`src/rtl/calc_pkg.sv`:
```
`default_nettype none
// ----------------------------------------------------------------------------
// calc_pkg: key codes, keymap, key candidate type and FSM encoding.  Rev 1.0
// ----------------------------------------------------------------------------
package calc_pkg;

  localparam logic [3:0] KEY_ADD   = 4'hA;
  localparam logic [3:0] KEY_SUB   = 4'hB;
  localparam logic [3:0] KEY_MUL   = 4'hC;
  localparam logic [3:0] KEY_DIV   = 4'hD;
  localparam logic [3:0] KEY_EQUAL = 4'hE;
  localparam logic [3:0] KEY_CLEAR = 4'hF;

  localparam logic [1:0] ST_RELEASED = 2'd0;
  localparam logic [1:0] ST_PRESSED  = 2'd1;
  localparam logic [1:0] ST_GAP      = 2'd2;

  // All 16 codes are real keys, so "no key" needs its own valid flag.
  typedef struct packed {
    logic       valid;
    logic [3:0] code;
  } key_t;

  localparam key_t KEY_NONE = '0;

  function automatic logic [3:0] keymap(input logic [1:0] row_idx, input logic [1:0] col_idx);
    logic [3:0] code;
    code = 4'h0;
    case ({row_idx, col_idx})
      4'h0: code = 4'h1;
      4'h1: code = 4'h2;
      4'h2: code = 4'h3;
      4'h3: code = KEY_ADD;
      4'h4: code = 4'h4;
      4'h5: code = 4'h5;
      4'h6: code = 4'h6;
      4'h7: code = KEY_SUB;
      4'h8: code = 4'h7;
      4'h9: code = 4'h8;
      4'hA: code = 4'h9;
      4'hB: code = KEY_MUL;
      4'hC: code = KEY_CLEAR;
      4'hD: code = 4'h0;
      4'hE: code = KEY_EQUAL;
      4'hF: code = KEY_DIV;
    endcase
    return code;
  endfunction

endpackage
`default_nettype wire

```
`src/rtl/keypad_scanner_if.sv`:
```
`default_nettype none
// ----------------------------------------------------------------------------
// keypad_scanner_if: keypad lines plus debounced key outputs.  Rev 1.0
// ----------------------------------------------------------------------------
interface keypad_scanner_if;
  logic [3:0] row;
  logic [3:0] col;
  logic [3:0] button;
  logic       is_pressed;

  modport master (input row, output col, output button, output is_pressed);
  modport slave  (output row, input col, input button, input is_pressed);
endinterface
`default_nettype wire

```
`src/rtl/keypad_debounce.sv`:
```
`default_nettype none
// ----------------------------------------------------------------------------
// keypad_debounce: compares sweep candidates and strobes a commit once stable.  Rev 1.0
// ----------------------------------------------------------------------------
module keypad_debounce
  import calc_pkg::*;
#(
  parameter int DEBOUNCE_SWEEPS = 8
) (
  input  logic clock,
  input  logic reset,
  input  logic sweep_end_i,
  input  key_t cand_i,
  output logic commit_o,
  output key_t commit_key_o
);
  localparam int SW = $clog2(DEBOUNCE_SWEEPS + 1);
  localparam logic [SW-1:0] STABLE_MAX = SW'(DEBOUNCE_SWEEPS);

  key_t          prev_q, prev_d;
  logic [SW-1:0] stable_q, stable_d;
  logic          commit_q, commit_d;
  key_t          commit_key_q, commit_key_d;

  always_comb begin
    prev_d       = prev_q;
    stable_d     = stable_q;
    commit_d     = 1'b0;
    commit_key_d = commit_key_q;
    if (sweep_end_i) begin
      prev_d = cand_i;
      if (cand_i == prev_q) begin
        if (stable_q != STABLE_MAX) stable_d = stable_q + 1'b1;
      end else begin
        stable_d = SW'(1);
      end
      // Commit only on the sweep that first reaches the threshold.
      if ((stable_d == STABLE_MAX) && ((cand_i != prev_q) || (stable_q != STABLE_MAX))) begin
        commit_d     = 1'b1;
        commit_key_d = cand_i;
      end
    end
  end

  always_ff @(posedge clock or posedge reset) begin
    if (reset) begin
      prev_q       <= KEY_NONE;
      stable_q     <= '0;
      commit_q     <= 1'b0;
      commit_key_q <= KEY_NONE;
    end else begin
      prev_q       <= prev_d;
      stable_q     <= stable_d;
      commit_q     <= commit_d;
      commit_key_q <= commit_key_d;
    end
  end

  assign commit_o     = commit_q;
  assign commit_key_o = commit_key_q;

endmodule
`default_nettype wire

```
`src/rtl/keypad_scanner.sv`:
```
`default_nettype none
// ----------------------------------------------------------------------------
// keypad_scanner: 4x4 keypad column scan, debounce and press FSM.  Rev 1.0
// Optional auto-repeat: define KEYPAD_REPEAT_EN.
// ----------------------------------------------------------------------------
module keypad_scanner
  import calc_pkg::*;
#(
  parameter int SCAN_DIV        = 250,
  parameter int DEBOUNCE_SWEEPS = 8,
  parameter int REPEAT_SWEEPS   = 64
) (
  input  logic             clock,
  input  logic             reset,
  keypad_scanner_if.master kp
);
  localparam int DW = $clog2(SCAN_DIV);
  localparam logic [DW-1:0] DIV_LAST = DW'(SCAN_DIV - 1);

  if (SCAN_DIV < 2) begin : g_chk_scan_div
    $error("SCAN_DIV must be at least 2");
  end
  if (DEBOUNCE_SWEEPS < 1) begin : g_chk_debounce
    $error("DEBOUNCE_SWEEPS must be at least 1");
  end
  if (REPEAT_SWEEPS < 1) begin : g_chk_repeat
    $error("REPEAT_SWEEPS must be at least 1");
  end

  logic [3:0]    row_s1_q, row_s2_q;
  logic [DW-1:0] div_q;
  logic [1:0]    col_idx_q;
  key_t          cand_q, slot_key;
  logic [1:0]    row_idx;
  logic          slot_end, sweep_end, commit;
  key_t          commit_key;
  logic [1:0]    state_q, state_d;
  logic [3:0]    button_q, button_d, pend_q, pend_d;
  logic          pressed_q, pressed_d;

  always_ff @(posedge clock or posedge reset) begin
    if (reset) begin
      row_s1_q <= 4'hF;
      row_s2_q <= 4'hF;
    end else begin
      row_s1_q <= kp.row;
      row_s2_q <= row_s1_q;
    end
  end

  assign slot_end  = (div_q == DIV_LAST);
  assign sweep_end = slot_end && (col_idx_q == 2'd3);

  // Columns are scanned low to high, so the first hit is the column-priority winner.
  always_comb begin
    row_idx = 2'd0;
    for (int i = 3; i >= 0; i--) begin
      if (!row_s2_q[i]) row_idx = 2'(i);
    end
    slot_key = cand_q;
    if (!cand_q.valid && (row_s2_q != 4'hF)) begin
      slot_key.valid = 1'b1;
      slot_key.code  = keymap(row_idx, col_idx_q);
    end
  end

  always_ff @(posedge clock or posedge reset) begin
    if (reset) begin
      div_q     <= '0;
      col_idx_q <= 2'd0;
      cand_q    <= KEY_NONE;
    end else if (slot_end) begin
      div_q     <= '0;
      col_idx_q <= col_idx_q + 2'd1;
      cand_q    <= sweep_end ? KEY_NONE : slot_key;
    end else begin
      div_q <= div_q + 1'b1;
    end
  end

  assign kp.col = ~(4'b0001 << col_idx_q);

  keypad_debounce #(
    .DEBOUNCE_SWEEPS(DEBOUNCE_SWEEPS)
  ) u_debounce (
    .clock       (clock),
    .reset       (reset),
    .sweep_end_i (sweep_end),
    .cand_i      (slot_key),
    .commit_o    (commit),
    .commit_key_o(commit_key)
  );

`ifdef KEYPAD_REPEAT_EN
  localparam int RW = $clog2(REPEAT_SWEEPS + 1);
  localparam logic [RW-1:0] REP_LAST = RW'(REPEAT_SWEEPS - 1);
  logic [RW-1:0] rep_q, rep_d;
`endif

  always_comb begin
    state_d   = state_q;
    button_d  = button_q;
    pressed_d = pressed_q;
    pend_d    = pend_q;
`ifdef KEYPAD_REPEAT_EN
    rep_d     = commit ? '0 : rep_q;
`endif
    case (state_q)
      ST_RELEASED: begin
        if (commit && commit_key.valid) begin
          button_d  = commit_key.code;
          pressed_d = 1'b1;
          state_d   = ST_PRESSED;
        end
      end
      ST_PRESSED: begin
        if (commit) begin
          if (!commit_key.valid) begin
            pressed_d = 1'b0;
            state_d   = ST_RELEASED;
          end else if (commit_key.code != button_q) begin
            pressed_d = 1'b0;
            pend_d    = commit_key.code;
            state_d   = ST_GAP;
          end
        end
`ifdef KEYPAD_REPEAT_EN
        else if (sweep_end) begin
          if (rep_q == REP_LAST) begin
            rep_d     = '0;
            pressed_d = 1'b0;
            pend_d    = button_q;
            state_d   = ST_GAP;
          end else begin
            rep_d = rep_q + 1'b1;
          end
        end
`endif
      end
      // One low cycle so the downstream edge detector sees a fresh press.
      ST_GAP: begin
        button_d  = pend_q;
        pressed_d = 1'b1;
        state_d   = ST_PRESSED;
      end
      default: begin
        pressed_d = 1'b0;
        state_d   = ST_RELEASED;
      end
    endcase
  end

  always_ff @(posedge clock or posedge reset) begin
    if (reset) begin
      state_q   <= ST_RELEASED;
      button_q  <= 4'h0;
      pressed_q <= 1'b0;
      pend_q    <= 4'h0;
`ifdef KEYPAD_REPEAT_EN
      rep_q     <= '0;
`endif
    end else begin
      state_q   <= state_d;
      button_q  <= button_d;
      pressed_q <= pressed_d;
      pend_q    <= pend_d;
`ifdef KEYPAD_REPEAT_EN
      rep_q     <= rep_d;
`endif
    end
  end

  assign kp.button     = button_q;
  assign kp.is_pressed = pressed_q;

endmodule
`default_nettype wire

```
`src/flat_wrapper.sv`:
```
// flat-port wrapper written by rule: the top's interface ports become plain ports
module keypad_scanner_flat import calc_pkg::*;
#(
  parameter int SCAN_DIV        = 250,
  parameter int DEBOUNCE_SWEEPS = 8,
  parameter int REPEAT_SWEEPS   = 64
)
  (clock, reset, kp_row, kp_col, kp_button, kp_is_pressed);
  keypad_scanner_if kp_i ();
  input  logic clock;
  input  logic reset;
  input wire logic [$bits(kp_i.row)-1:0] kp_row;
  output wire logic [$bits(kp_i.col)-1:0] kp_col;
  output wire logic [$bits(kp_i.button)-1:0] kp_button;
  output wire logic [$bits(kp_i.is_pressed)-1:0] kp_is_pressed;
  assign kp_i.row = kp_row;
  assign kp_col = kp_i.col;
  assign kp_button = kp_i.button;
  assign kp_is_pressed = kp_i.is_pressed;
  keypad_scanner #(.SCAN_DIV(SCAN_DIV), .DEBOUNCE_SWEEPS(DEBOUNCE_SWEEPS), .REPEAT_SWEEPS(REPEAT_SWEEPS)) u_core (.clock(clock), .reset(reset), .kp(kp_i));
endmodule
```
`config.mk`:
```
export PLATFORM = sky130hd
export DESIGN_NAME = keypad_scanner_flat
export DESIGN_NICKNAME = d
export VERILOG_FILES = /design/src/rtl/calc_pkg.sv /design/src/rtl/keypad_scanner_if.sv /design/src/rtl/keypad_debounce.sv /design/src/rtl/keypad_scanner.sv /design/src/flat_wrapper.sv
export SDC_FILE = /design/constraint.sdc
export NUM_CORES = 1
export LEC_CHECK = 0
export ABC_AREA = 1
export ABC_CLOCK_PERIOD_IN_PS = 1950
export CORE_ASPECT_RATIO = 0.9
export CORE_MARGIN = 1
export CORE_UTILIZATION = 55
export CTS_BUF_LIST = sky130_fd_sc_hd__clkbuf_8
export DETAILED_ROUTE_END_ITERATION = 12
export PLACE_DENSITY = 0.81
export SYNTH_ARGS = -nofsm -noshare
export SYNTH_HDL_FRONTEND = slang
export SYNTH_SLANG_ARGS = --single-unit
```
`constraint.sdc`:
```
create_clock -name clock -period 1.95 [get_ports clock]
set_clock_uncertainty 0.05 [all_clocks]
set_input_delay 0.39 -clock clock [delete_from_list [all_inputs] [get_ports clock]]
set_output_delay 0.39 -clock clock [all_outputs]
set_load 0.005 [all_outputs]
```
==> reports/qor.txt <==
========================================================================================
Count of final max-slew check failures                                                 0
Critical path origin                                                        u_core.row_s2_q[0]$_DFF_PP1_
Num CTS Buffers                                                                        5
Final count of negative-setup-slack endpoints                                         10
Routed via count                                                                   2,108
Count of clock tree sinks                                                             49
Buffer cell driving the clock tree root                                     sky130_fd_sc_hd__clkbuf_8
Fraction of final layout cells sized beyond drive strength 1                       26.2%
Antenna diode count                                                                    0
CTS tree                                                                           built
Detailed-route wire length                                                       5.55 mm
Number of buffers on the longest clock path                                            2
Total of hold buffers inserted after clock tree synthesis                              0
Fmax                                                                           0.453 GHz
First-pass GRT wire length                                                       8.35 mm
Initial core utilization                                                           58.9%
Number of antenna violations at the first check in global routing                      0
Die area                                                                     0.00478 mm²
Slack of the critical path                                                       -257 ps
Library cell with the largest summed area after synthesis                   sky130_fd_sc_hd__dfrtp_1
Crit path kind                                                                   reg2reg
Maximum number of pins on one net before global-route repair                          22
Fillcell total                                                                       285
Transition time at the pin with the least slew margin                             439 ps
Critical path endpoint                                                      u_core.u_debounce.commit_key_o[3]$_DFFE_PP0P_
DR vias/cell                                                                        5.23
Detailed-route wire length per cell                                              13.8 µm
Clock slew at reported path FFs                                                   100 ps
Number of nets in the layout                                                         359
Highest-count cells in the layout ignoring fill and taps                    sky130_fd_sc_hd__nand2_1 (66), sky130_fd_sc_hd__inv_1 (44), sky130_fd_sc_hd__dfrtp_1 (41), sky130_fd_sc_hd__buf_4 (25), sky130_fd_sc_hd__o21ai_0 (19)
P per Cell Area                                                               561 mW/mm²
Number of synthesized register bits                                                   49
Setup slack, reg-to-reg                                                          -260 ps
Via count of the first global-routing pass                                         1,932
Detailed-route DRC error count                                                         0
Sequential share of the synthesized area                                           49.8%
Critical Path End Type                                                         flip-flop
Tcrit/Tclk final                                                                    113%
Ordered cell list for the critical path                                     nand2_4 -> o21ai_4 -> nor2_1 -> nand2_1 -> nand2_1 -> nand2_1 -> nand2_2 -> nor2_4 -> nand3_4 -> nor2_4 -> nand2_4 -> nand2_1 -> nand2_1
Hold slack final                                                                  294 ps
Async set-or-reset flop fraction in the synthesized netlist                         100%
Endpoint required time on the critical path                                      2100 ps
Die Height                                                                       65.7 µm
Portion of synthesized cell area occupied by the leading cell type                 41.4%
Total negative slack for setup checks                                           -1550 ps
Slowest stage cell on the critical path                                     sky130_fd_sc_hd__dfstp_2
Delay of the slowest cell on the worst path                                       600 ps
CP Launch Type                                                                 flip-flop
Period minus WS final                                                            2210 ps
Mean cell area of the mapped netlist                                            8.41 µm²
Count of flip-flops with a built-in enable after synthesis                             0
Total half-perimeter wirelength after legalization and detailed placement        3.42 mm
Number of violations reported at the end of detailed-routing iteration 0             186
Gate Count Post-Synth                                                                295
RePlAce Congestion                                                                 0.811
Io pins                                                                               15
Leakage power summed over all cells                                              1.57 nW
Worst VDD drop                                                                    358 µV
Library cell appearing most often on the critical path                      sky130_fd_sc_hd__nand2_1
Deepest level of the CTS H-tree                                                        2
Core footprint                                                               0.00421 mm²
R2R Path Start                                                              u_core.row_s2_q[0]$_DFF_PP1_
Total congestion overflow                                                              0
Count of yosys warnings during synthesis                                               0
Clk_lat worst skew                                                                310 ps
Number of endpoints with negative hold slack in the final report                       0
Detailed-routing iteration count for the pre-antenna-repair pass                       4
Largest driver fanout on the critical path                                             7
Critical path arrival                                                            2360 ps
Maxcap violations                                                                      0
RSZ-0062 raised after global routing                                                true
Antenna violation net count after detailed routing                                     0
All-Layer GR Usage                                                                 23.6%
Violated checks                                                             setup timing
Pre-CTS worst setup slack                                                        -134 ps
Post-synthesis cell type count                                                        25
Predominant post-synthesis flop cell                                        sky130_fd_sc_hd__dfrtp_1
Relative area change from synthesis to final layout                                27.3%
Terminus of the critical flop-to-flop path                                  u_core.u_debounce.commit_key_o[3]$_DFFE_PP0P_
Number of core rows                                                                   22
Die width                                                                        72.8 µm
Class of the tightest hold or removal check                                     in2async
Cell types with the largest area share after synthesis                      sky130_fd_sc_hd__dfrtp_1 (41%), sky130_fd_sc_hd__nand2_1 (11%), sky130_fd_sc_hd__dfstp_2 (8.5%)
Most common library cell in the layout ignoring fill and taps               sky130_fd_sc_hd__nand2_1
Worst relative slew slack                                                          70.4%
Net count of the mapped netlist                                                      312
Mapped Area                                                                  0.00248 mm²
Status                                                                      complete, but fails checks
PortBufs                                                                              14
Depth of the worst register-to-register path                                          13
========================================================================================
## per-stage QoR
step | instance area, µm² | instances | total power, mW | utilization (%)
final | 3160 | 403 | 1.77 | 75.0
after detailed placement | 2880 | 389 | 1.17 | 68.4
after global placement | 2880 | 389 | 1.16 | 68.4
after global routing | 3160 | 403 | 1.84 | 75.0
after floorplan | 2500 | 295 | 1.12 | -
after CTS | 3020 | 399 | 1.76 | 71.7
## sequential cells by signal (all words and copies together), names as in the netlist, 2 cells and up
register / cells
u_core.cand_q: 5
u_core.col_idx_q: 2
u_core.div_q: 8
u_core.kp.button: 4
u_core.pend_q: 4
u_core.row_s1_q: 4
u_core.row_s2_q: 4
u_core.state_q: 2
u_core.u_debounce.commit_key_o: 5
u_core.u_debounce.prev_q: 5
u_core.u_debounce.stable_q: 4
## Yosys cell counts, drive strengths merged, types with 2 or more instances
master   n
ha      11
nand2   82
o211ai   2
o22ai    4
xor2     6
nor2    20
inv     51
nor3     6
a21oi   10
o21ai   22
dfrtp   41
dfstp    8
nand3   26
## report_power, final
group	total (mW)	internal, mW	switching, mW	leakage (nW)
combinational	0.142	0.0533	0.0891	0.885
sequential	1.04	1.03	0.00719	0.643
clock	0.591	0.248	0.343	0.0416
total	1.77	1.33	0.439	1.57
## logic make-up after synthesis
logic type / count (synthesis) / share of synthesized area (%)
simple gates: 136 / 25.5
buf+inv: 53 / 8.07
flops: 49 / 49.8
compound gates: 39 / 8.53
fa+ha+maj: 11 / 5.55
xor+xnor: 7 / 2.47
## layer usage
layer / vias up / share of wire [%] / track usage (%)
li1: 1022 / - / -
met1: 1015 / 44 / 31.1
met2: 60 / 48 / 36.4
met3: 11 / 5.6 / 5.83
met4: 0 / 2.1 / 11.3
met5: - / 0 / 0
## critical path, delay by kind of cell (launching register included)
kind,cells,cell delay [ps]
AO/OA/AOI/OAI,1,230
AND/OR/NAND/NOR,12,1220
flip-flops,1,600
## layout make-up
class                           instances  area, µm²  share of cell area (%)
Tap cell                               60       75.1                    2.38
Sequential cell                        49       1240                    39.1
Multi-Input combinational cell        193       1190                    37.8
Clock buffer                            5       68.8                    2.18
Inverter                               51        194                    6.14
Clock inverter                          3       18.8                   0.594
Timing Repair Buffer                   42        373                    11.8
## repair_timing
item	in CTS	in global routing
resized for setup	11	30
endpoints found under the hold margin	0	0
endpoints found under the setup margin	12	12
buffers inserted	2	4
pin swaps	1	10
## how the worst min path moves through the flow
| stage | from | to |
|---|---|---|
| finish | reset | u_core.col_idx_q[0]$_DFFE_PP0N_ |
| global route | u_core.row_s1_q[0]$_DFF_PP1_ | u_core.row_s2_q[0]$_DFF_PP1_ |
| CTS | reset | u_core.col_idx_q[1]$_DFFE_PP0N_ |
| detailed placement | u_core.row_s1_q[1]$_DFF_PP1_ | u_core.row_s2_q[1]$_DFF_PP1_ |
| global placement | u_core.row_s1_q[1]$_DFF_PP1_ | u_core.row_s2_q[1]$_DFF_PP1_ |
| floorplan | u_core.row_s1_q[0]$_DFF_PP1_ | u_core.row_s2_q[0]$_DFF_PP1_ |
Note: power is estimated with default switching activity, not from simulation.
